File: config.mk
export PLATFORM = sky130hd
export DESIGN_NAME = regbus_initiator
export DESIGN_NICKNAME = d
export VERILOG_FILES = /design/src/rtl/regbus_pkg.sv /design/src/rtl/regbus_initiator.sv
export SDC_FILE = /design/constraint.sdc
export NUM_CORES = 1
export LEC_CHECK = 0
export BUFFER_PORTS_ARGS = -buffer_cell sky130_fd_sc_hd__buf_2
export CAP_MARGIN = 20
export CORE_MARGIN = 4
export CORE_UTILIZATION = 50
export CTS_CLUSTER_SIZE = 12
export DETAILED_ROUTE_END_ITERATION = 6
export PLACE_DENSITY_LB_ADDON = 0.08
export SLEW_MARGIN = 25
export SYNTH_ARGS = -nofsm -noshare
export SYNTH_HDL_FRONTEND = slang
export SYNTH_SLANG_ARGS = --single-unit
File: constraint.sdc
create_clock -name clk -period 1.9 [get_ports clk]
set_input_delay 0.19 -clock clk [delete_from_list [all_inputs] [get_ports clk]]
set_output_delay 0.19 -clock clk [all_outputs]
set_load 0.03 [all_outputs]
File: src/rtl/regbus_pkg.sv
// Shared definitions for the system register bus initiator: bus widths,
// FSM state encoding, the command record and a latency-load helper.
package regbus_pkg;

   localparam int REGBUS_ADDR_W  = 4;
   localparam int REGBUS_DATA_W  = 8;
   localparam int REGBUS_COUNT_W = 4;
   localparam int REGBUS_LAT_W   = 3;

   typedef enum logic [2:0] {
      IDLE,
      WSTB,
      RSTB,
      RWAIT,
      RESP
   } regbus_state_e;

   typedef struct packed {
      logic                      write;
      logic [REGBUS_ADDR_W-1:0]  addr;
      logic [REGBUS_DATA_W-1:0]  data;
      logic [REGBUS_COUNT_W-1:0] count;
   } regbus_cmd_t;

   // Value loaded into the latency counter so that it reaches zero on the
   // cycle the responder data is valid.
   function automatic logic [REGBUS_LAT_W-1:0] lat_load(input int latency);
      return REGBUS_LAT_W'(latency - 1);
   endfunction

endpackage

File: src/rtl/regbus_initiator.sv
// Register bus initiator: converts valid/ready commands into single-cycle
// read/write strobes on the 4-bit-address / 8-bit-data register bus and
// returns read data (single or burst) on a valid/ready response channel.
// Optional build macro REGBUS_WRITE_READBACK_EN: every write is followed by a
// read of the same address whose data is returned as one response.
module regbus_initiator
   import regbus_pkg::*;
#(
   parameter int READ_LATENCY = 1,
   parameter int ADDR_W       = REGBUS_ADDR_W
)(
   input  logic                      clk,
   input  logic                      reset_n,
   input  logic                      cmd_valid,
   output logic                      cmd_ready,
   input  logic                      cmd_write,
   input  logic [ADDR_W-1:0]         cmd_addr,
   input  logic [REGBUS_DATA_W-1:0]  cmd_data,
   input  logic [REGBUS_COUNT_W-1:0] cmd_count,
   output logic                      rsp_valid,
   input  logic                      rsp_ready,
   output logic [REGBUS_DATA_W-1:0]  rsp_data,
   output logic                      rsp_last,
   output logic [ADDR_W-1:0]         a,
   output logic [REGBUS_DATA_W-1:0]  d_d,
   input  logic [REGBUS_DATA_W-1:0]  d_q,
   output logic                      read_strobe,
   output logic                      write_strobe,
   output logic                      busy
);

   localparam logic [REGBUS_LAT_W-1:0]   LAT_LOAD  = lat_load(READ_LATENCY);
   localparam logic [ADDR_W-1:0]         ADDR_STEP = ADDR_W'(1);
   localparam logic [REGBUS_COUNT_W-1:0] BEAT_STEP = REGBUS_COUNT_W'(1);
   localparam logic [REGBUS_LAT_W-1:0]   LAT_STEP  = REGBUS_LAT_W'(1);

   regbus_state_e               r_state;
   logic                        r_cmd_ready;
   logic                        r_busy;
   logic                        r_read_strobe;
   logic                        r_write_strobe;
   logic [ADDR_W-1:0]           r_a;
   logic [REGBUS_DATA_W-1:0]    r_d_d;
   logic [REGBUS_COUNT_W-1:0]   r_beats;
   logic [REGBUS_LAT_W-1:0]     r_lat_cnt;
   logic                        r_rsp_valid;
   logic [REGBUS_DATA_W-1:0]    r_rsp_data;
   logic                        r_rsp_last;
   logic                        w_accept;
   logic                        w_rsp_fire;

   assign w_accept   = r_cmd_ready & cmd_valid;
   assign w_rsp_fire = r_rsp_valid & rsp_ready;

   // Command sequencer; every bus and handshake output is a register so the
   // strobes are glitch-free single-cycle pulses.
   always_ff @(posedge clk or negedge reset_n) begin
      if (!reset_n) begin
         r_state        <= IDLE;
         r_cmd_ready    <= 1'b0;
         r_busy         <= 1'b0;
         r_read_strobe  <= 1'b0;
         r_write_strobe <= 1'b0;
         r_a            <= '0;
         r_d_d          <= '0;
         r_beats        <= '0;
         r_lat_cnt      <= '0;
         r_rsp_valid    <= 1'b0;
         r_rsp_data     <= '0;
         r_rsp_last     <= 1'b0;
      end else begin
         // Strobes are pulses: cleared unless a transition below re-arms one.
         r_read_strobe  <= 1'b0;
         r_write_strobe <= 1'b0;
         case (r_state)
            IDLE: begin
               r_cmd_ready <= 1'b1;
               r_busy      <= 1'b0;
               if (w_accept) begin
                  r_a         <= cmd_addr;
                  r_d_d       <= cmd_data;
                  r_beats     <= cmd_count;
                  r_cmd_ready <= 1'b0;
                  r_busy      <= 1'b1;
                  if (cmd_write) begin
                     r_state        <= WSTB;
                     r_write_strobe <= 1'b1;
                  end else begin
                     r_state       <= RSTB;
                     r_read_strobe <= 1'b1;
                  end
               end
            end
            WSTB: begin
`ifdef REGBUS_WRITE_READBACK_EN
               // Read the just-written register back as a one-beat burst.
               r_beats       <= '0;
               r_state       <= RSTB;
               r_read_strobe <= 1'b1;
`else
               r_state     <= IDLE;
               r_cmd_ready <= 1'b1;
               r_busy      <= 1'b0;
`endif
            end
            RSTB: begin
               r_lat_cnt <= LAT_LOAD;
               r_state   <= RWAIT;
            end
            RWAIT: begin
               if (r_lat_cnt == '0) begin
                  r_rsp_data  <= d_q;
                  r_rsp_last  <= (r_beats == '0);
                  r_rsp_valid <= 1'b1;
                  r_state     <= RESP;
               end else begin
                  r_lat_cnt <= r_lat_cnt - LAT_STEP;
               end
            end
            RESP: begin
               if (w_rsp_fire) begin
                  r_rsp_valid <= 1'b0;
                  if (r_beats == '0) begin
                     r_state     <= IDLE;
                     r_cmd_ready <= 1'b1;
                     r_busy      <= 1'b0;
                  end else begin
                     // Address wraps naturally at the top of the map.
                     r_beats       <= r_beats - BEAT_STEP;
                     r_a           <= r_a + ADDR_STEP;
                     r_state       <= RSTB;
                     r_read_strobe <= 1'b1;
                  end
               end
            end
            default: begin
               r_state     <= IDLE;
               r_cmd_ready <= 1'b0;
               r_busy      <= 1'b0;
               r_rsp_valid <= 1'b0;
            end
         endcase
      end
   end

   assign cmd_ready    = r_cmd_ready;
   assign busy         = r_busy;
   assign read_strobe  = r_read_strobe;
   assign write_strobe = r_write_strobe;
   assign a            = r_a;
   assign d_d          = r_d_d;
   assign rsp_valid    = r_rsp_valid;
   assign rsp_data     = r_rsp_data;
   assign rsp_last     = r_rsp_last;

endmodule

# After elaboration in Yosys (flattened, before gate mapping)
# Cells that the tools add are included.
# op_classes
n_addsub,3
eq_ne,10
muxes,35
bitwise_logic,4
reduce_logical,14
# op_table
cell,count
4-bit two-way mux,6
4-bit one-hot mux with 2 select lines,2
1-bit two-way mux,15
3-bit two-way mux,4
"2-bit != test, second input constant",6
3-bit one-hot mux with 4 select lines,1
3-bit AND reduction,3
"3-bit by 2-bit equality test with 1-bit output, second input constant",2
3-bit zero test,2
1-bit one-hot mux with 3 select lines,2
3-bit one-hot mux with 2 select lines,1
2-bit AND reduction,3
"4-bit by 1-bit adder with 4-bit output, second input constant",1
4-bit zero test,1
2-bit two-way mux,2
1-bit one-hot mux with 4 select lines,1
4-bit AND reduction,1
2-bit nonzero test,2
"4-bit by 1-bit subtractor with 4-bit output, second input constant",1
"3-bit by 1-bit equality test with 1-bit output, second input constant",1
"3-bit equality test, second input constant",1
3-bit OR reduction,1
"3-bit by 1-bit subtractor with 3-bit output, second input constant",1
1-bit AND,2
3 further kinds,4
# totals
reg_bits,36
input_bits,29
output_inout_bits,26
elab_cells,78

# Longest topological paths before layout
# Gate-level depths: netlist of the first run.
# logic_depth
depth_word,4
depth_mapped,7
ltp_nobuf,7

# Worst setup path after synthesis of the first run
# Ideal clock, no wire load.
# synth_timing
path_type,reg2reg
startpoint,reg r_beats[0]
endpoint,reg r_beats[1]
arrival_time_ns,1.579
required_time_ns,1.775
path_slack_ns,0.196
stages_incl_launch_ff,8
path_buffers,1
period_less_slack_ns,1.704
path_cell_list,dfrtp_1 -> inv_1 -> ha_1 -> or3b_1 -> buf_6 -> a21oi_4 -> nor2_2 -> mux2_4
# synth_between
elab_chain_cells,4
elab_cells_between_ends,7
# synth_lines
element,line,source
start: declaration,regbus_initiator.sv:44,logic [REGBUS_COUNT_W-1:0] r_beats;
start signal: assignment,regbus_initiator.sv:82,r_beats <= cmd_count;
start signal: assignment,regbus_initiator.sv:129,r_beats <= r_beats - BEAT_STEP;
4-bit by 1-bit subtractor with 4-bit output,regbus_initiator.sv:129,
4-bit two-way mux,regbus_initiator.sv:123,if (r_beats == '0) begin
4-bit two-way mux,regbus_initiator.sv:121,if (w_rsp_fire) begin
4-bit one-hot mux with 2 select lines,regbus_initiator.sv:75,case (r_state)
# Parallel ways exist; a longest one is shown, timed or not. The select of a mux whose other input is x is not followed.
# A chain may end at the register's enable or synchronous reset.

# Worst setup path after layout of the first run
# Ends and elaborated chain as after synthesis.

==> flow_summary.yaml, run 1 <==
floorplanning:
  start_util_pct: 51.8
  die_h_um: 66.8
  core_area_um2: 3340
  io-pin-count: 55
  row_count: 21
  die_x_um: 66.8
  die-area_um2: 4460
yosys:
  ys_ff_latch: 36
  syn_inst: 157
  yosysTopAreaCell: "dfrtp_1"
  synth_area_um2: 1730
  synth_adder_area_share_pct: 2.89
  yosysWarnings: 0
  yosysMostFrequentCell: "dfrtp_1"
  synthTopCellsByArea: "dfrtp_1, mux2_2, o21ai_0, ha_1, nand2_1"
  syn_nets: 190
  synthFlopType: "dfrtp_1"
  synth.area.mux_share_pct: 13.3
  synth_top_family_by_area: "compound AO/OA/AOI/OAI gates"
  synth_xor_area_share_pct: 0
  seq_area_frac_synth_pct: 52.1
  synth_enable_flop_cells: 0
  synth_top_cell_area_share_pct: 52.1
  synth_common_cells: "dfrtp_1, mux2_2, o21ai_0"
  synth_compound_area_share_pct: 14.5
  synthArstFlopShare_pct: 100
  synth.avg_cell_area_um2: 11.0
  synthSimpleGateAreaFrac_pct: 12.8
  synth_cell_types: 37
grt:
  grt_pass1_vias: 1377
  antenna_found_initial: 0
  grt_max_degree: 37
  grt-ovfl-total: 0
  grt_use_total_pct: 18.9
  grt_pass1_wl_mm: 6.22
timing:
  timing.fmax_mhz: 567
  timing.final.ws_setup_ps: 136
  skew_ps: 11.4
  slew-limit-headroom_pct: 47.2
  fin_tns_setup_ps: 0
  period_minus_slack_ps: 1760
  final.period_utilization_pct: 92.8
  setup_viol: 0
  hold_viol: 0
  tightest_slew_ps: 792
  rsz0062_at_grt: "false"
  holdWs_ps: 75.6
  slew_violations: 0
clocking:
  cts_root_buf: "clkbuf_4"
  clk_path_buf_depth: 2
  clock_latency_ps: 330
  cts.sinks: 36
  cts_max_level: 2
  cts_buffers: 5
  clk_pin_slew_ps: 110
  cts_tree: "yes"
power:
  p_switching_uw: 1660
  cellLeakagePower_uw: 0.00102
  p_seq_share_pct: 36.9
  p_sw_share_pct: 45.0
  intPower_uw: 2020
  clockPowerShare_pct: 11.5
  ir_drop_mv: 0.967
  comb_power_share_pct: 51.6
  p_per_area_nw_per_um2: 1740
detailed_routing:
  wl_met1_mm: 1.57
  viasPerCell: 5.16
  ant_nets: 0
  totalWireLength_mm: 3.67
  routed.top_layer: "met4"
  dr_total_vias: 1353
  avgRoutedWirePerCell_um: 14.0
  drt_pre_antenna_iters: 4
  route.met2.wl_mm: 1.81
  met3_wirelength_um: 229
  route.detailed.drc: 0
  drtIter0Drc: 117
cells_and_area:
  fillers: 296
  diodes: 0
  design_area_um2: 2110
  drive_above_1_share_pct: 42.1
  syn2layout_area_growth_pct: 22.2
  fin_nets: 248
setup_path:
  startpoint_type: "register"
  timing.reg2reg.worst_path_depth: 6
  cp_max_fo: 6
  critical_path.reg2reg.startpoint: "r_beats[0]"
  crit_end: "r_beats[1]"
  r2r_end: "r_beats[1]"
  worstSetupPathType: "reg2reg"
  critical_path.startpoint: "r_beats[0]"
  worstPathArrival_ps: 1980
  end_kind: "register"
  r2r_slack_ps: 140
  cp.required_ps: 2120
run:
  maxCapViolations: 0
worst_hold_path:
  hp-class: "in2reg"
  worstHoldPathCells: 2
place:
  numPortBuffers: 54
  placed_area_um2: 2040
  pre_cts_ws_ps: 80.6
  dp_hpwl_mm: 2.76
  finalWeightedCongestion: 0.865
outcome:
  status: "completed"
-- cell type report --
type,count,area (um2),area share (%)
flip-flops and latches,36,901,42.6
multi-input cells,105,756,35.8
repair buffers,59,310,14.7
clock buffers,8,58.8,2.78
well taps,46,57.6,2.72
inverters,8,30.0,1.42
-- cells in the final DEF (no fill, tap or decap), drive strengths merged --
master / count
a211oi: 2
a21o: 1
a21oi: 9
a22o: 4
a31oi: 4
and3: 3
and3b: 1
buf: 58
clkbuf: 8
dfrtp: 36
dlygate4sd3: 1
ha: 4
inv: 8
mux2: 18
mux2i: 2
nand2: 12
nand2b: 5
nand3: 4
nand3b: 1
nand4b: 1
nor2: 7
nor3: 4
nor3b: 1
o211ai: 1
o21a: 1
o21ai: 14
o22ai: 2
o32ai: 1
or2: 2
or3b: 1
-- flip-flops by register name, summed over array words and instances, names as in the netlist, 3 cells and up --
signal	flops
a	4
d_d	8
r_beats	4
r_lat_cnt	3
r_state	3
rsp_data	8
-- power groups by stage --
stage                     Combinational [uW]  Clock [uW]  Sequential [uW]
final                                   1900         424             1360
after global routing                    2070         473             1410
after CTS                               1920         438             1350
after detailed placement                1920           0             1370
after global placement                  1890           0             1350
after floorplan                          927           0             1830
-- worst min path at each step --
| stage | start | to | slack (ps) |
|---|---|---|---|
| finish | cmd_data[1] | d_d[1] | 80 |
| global route | rsp_ready | rsp_valid | 60 |
| CTS | rsp_ready | rsp_valid | 60 |
| detailed placement | reset_n | write_strobe | 330 |
| global placement | reset_n | read_strobe | 310 |
| floorplan | reset_n | a[0] | -110 |
-- worst max-delay path: stages, from the launching register on --
cell and delay (ps):
dfrtp_1 400, inv_1 70, ha_1 170, or3b_4 430
a21oi_4 190, nor2_2 90, mux2_4 290
-- metrics by stage --
step	power, uW	std cells	utilization, %
global placement	3240	253	61.2
detailed placement	3290	253	61.2
finish	3680	262	63.3
CTS	3710	262	63.3
floorplan	2760	157	-
global route	3960	262	63.3
-- layer usage --
layer  GRT usage [%]  up-vias
met5               0        -
met4            7.61        0
met3            6.07        5
met2            30.6       44
met1            23.2      633
li1                -      671
-- logic make-up after synthesis --
kind of cell	count (synthesis)
fa+ha+maj	4
simple gates	42
flops	36
buf+inv	16
compound gates	39
mux	20
-- what timing repair did --
action / in CTS / in global routing
setup buffers: 0 / 0
endpoints found under the hold margin: 36 / 0
resized for setup: 0 / 1
hold buffers: 1 / 0
setup endpoints to repair: 0 / 2
Power figures use the tool's default switching activity.
==> run 2: changes to the inputs <==
Settings changed: CORE_UTILIZATION 50 to 40.
==> run 2 against run 1 <==
  * The flow now finishes with violations (hold timing)
  * Register-to-register slack worse by 30 ps
  * Clock skew shrank 1.9 ps
  * Critical path depth is the same
  * Die area rose by 22%
  * Maximum frequency down 1.6%
  * Utilization shrank 11 points
  * Largest cell class unchanged
  * Highest routed layer unchanged
==> flow_summary.yaml, run 2 (synthesis results as in run 1) <==
timing:
  hold_viol: 17
  final.period_utilization_pct: 94.4
  timing.fmax_mhz: 558
  period_minus_slack_ps: 1790
  rsz0062_at_grt: "false"
  slew-limit-headroom_pct: 47.2
  slew_violations: 0
  skew_ps: 9.51
  fin_tns_setup_ps: 0
  setup_viol: 0
  holdWs_ps: -18.9
  tightest_slew_ps: 792
cells_and_area:
  drive_above_1_share_pct: 43.5
  diodes: 0
  layout_commonest_cell: "buf_2"
  most-common-layout-cells: "buf_2, dfrtp_1, mux2_2, o21ai_0, nand2_1"
  fillers: 384
  fin_nets: 248
  syn2layout_area_growth_pct: 24.3
  utilization_pct: 52.6
detailed_routing:
  ant_nets: 0
  route.detailed.drc: 0
  dr_total_vias: 1405
  avgRoutedWirePerCell_um: 14.2
  totalWireLength_mm: 3.78
  viasPerCell: 5.28
  drt_pre_antenna_iters: 4
  drtIter0Drc: 39
setup_path:
  cp.required_ps: 2080
  critical_path.startpoint: "r_beats[0]"
  startpoint_type: "register"
  slowest_delay_ps: 440
  critical_path_buf_inv_count: 1
  cp_max_fo: 6
  cp_cell_sequence: "inv_1 -> ha_1 -> or3b_4 -> a21oi_4 -> nor2_2 -> mux2_4"
  end_kind: "register"
  critical_path.reg2reg.startpoint: "r_beats[0]"
  r2r_end: "r_beats[1]"
  worstSetupPathType: "reg2reg"
  path_delay_family: "simple AND/OR/NAND/NOR gates"
  r2r_slack_ps: 110
  worstPathArrival_ps: 1970
  timing.reg2reg.worst_path_depth: 6
  slowest_stage: "or3b_4"
clocking:
  clk_pin_slew_ps: 80
  clock_latency_ps: 290
  cts_max_level: 2
  cts_buffers: 5
  cts_tree: "yes"
  cts_root_buf: "clkbuf_8"
  cts.sinks: 36
  clk_path_buf_depth: 2
floorplanning:
  die-area_um2: 5440
  core_area_um2: 4090
  row_count: 23
  die_x_um: 73.8
  die_h_um: 73.8
  io-pin-count: 55
  start_util_pct: 42.3
grt:
  grt_pass1_vias: 1389
  grt_use_total_pct: 15.3
  antenna_found_initial: 0
  grt_max_degree: 37
  grt_pass1_wl_mm: 6.40
  grt-ovfl-total: 0
outcome:
  status: "complete, but fails checks"
  violations: "hold timing"
power:
  intPower_uw: 2150
  p_seq_share_pct: 34.7
  comb_power_share_pct: 50.9
  clockPowerShare_pct: 14.4
  cellLeakagePower_uw: 0.00104
  p_sw_share_pct: 44.3
  p_switching_uw: 1710
  ir_drop_mv: 0.773
  p_per_area_nw_per_um2: 1790
worst_hold_path:
  hp-class: "in2async"
place:
  dp_hpwl_mm: 2.85
  finalWeightedCongestion: 0.839
  numPortBuffers: 54
run:
  maxCapViolations: 0
[run 2: layout make-up]
class | instances | area [um2] | share of cell area, %
multi-input cells | 105 | 756 | 35.2
clock buffers | 6 | 82.6 | 3.84
repair buffers | 59 | 308 | 14.3
inverters | 8 | 30.0 | 1.40
flip-flops and latches | 36 | 901 | 41.9
well taps | 50 | 62.6 | 2.91
clock inverters | 2 | 10.0 | 0.466
[run 2: what timing repair did]
item                                   4_1_cts  5_1_grt
resized for setup                            0        1
hold buffers                                 0        0
setup buffers                                0        0
endpoints found under the hold margin        0        0
setup endpoints to repair                    0        2
[run 2: through the flow]
stage	power [uW]	cell area, um2	setup WS [ps]	instances
3_5_place_dp	3320	2050	59.2	258
6_report	3850	2150	107	266
3_3_place_gp	3270	2050	106	258
4_1_cts	3890	2150	37.8	266
2_1_floorplan	2760	1730	196	157
5_1_grt	4110	2150	22.2	266
[run 2: worst reg2reg max path: stages (launching register included)]
cell     delay, ps
dfrtp_1        400
inv_1           80
ha_1           180
or3b_4         440
a21oi_4        200
nor2_2          90
mux2_4         300
[run 2: worst max-delay path by stage]
stage                       to  depth (start not counted)
finish              r_beats[1]                          6
global route        r_beats[1]                          6
floorplan           r_beats[1]                          7
global placement    r_beats[1]                          6
CTS                 r_beats[1]                          6
detailed placement  r_beats[1]                          6
[run 2: metal layers]
| metal | part of all wire, % | up-vias | GRT usage, % |
|---|---|---|---|
| li1 | - | 672 | - |
| met1 | 44 | 674 | 19.8 |
| met2 | 47 | 50 | 23.5 |
| met3 | 7.1 | 9 | 5.88 |
| met4 | 1.7 | 0 | 4.63 |
| met5 | 0 | - | 0 |
[run 2: power by group through the flow]
stage | Clock (uW) | Sequential, uW | Combinational, uW
global placement | 0 | 1330 | 1940
detailed placement | 0 | 1340 | 1980
CTS | 581 | 1340 | 1980
global route | 610 | 1380 | 2120
floorplan | 0 | 1830 | 927
finish | 555 | 1340 | 1960
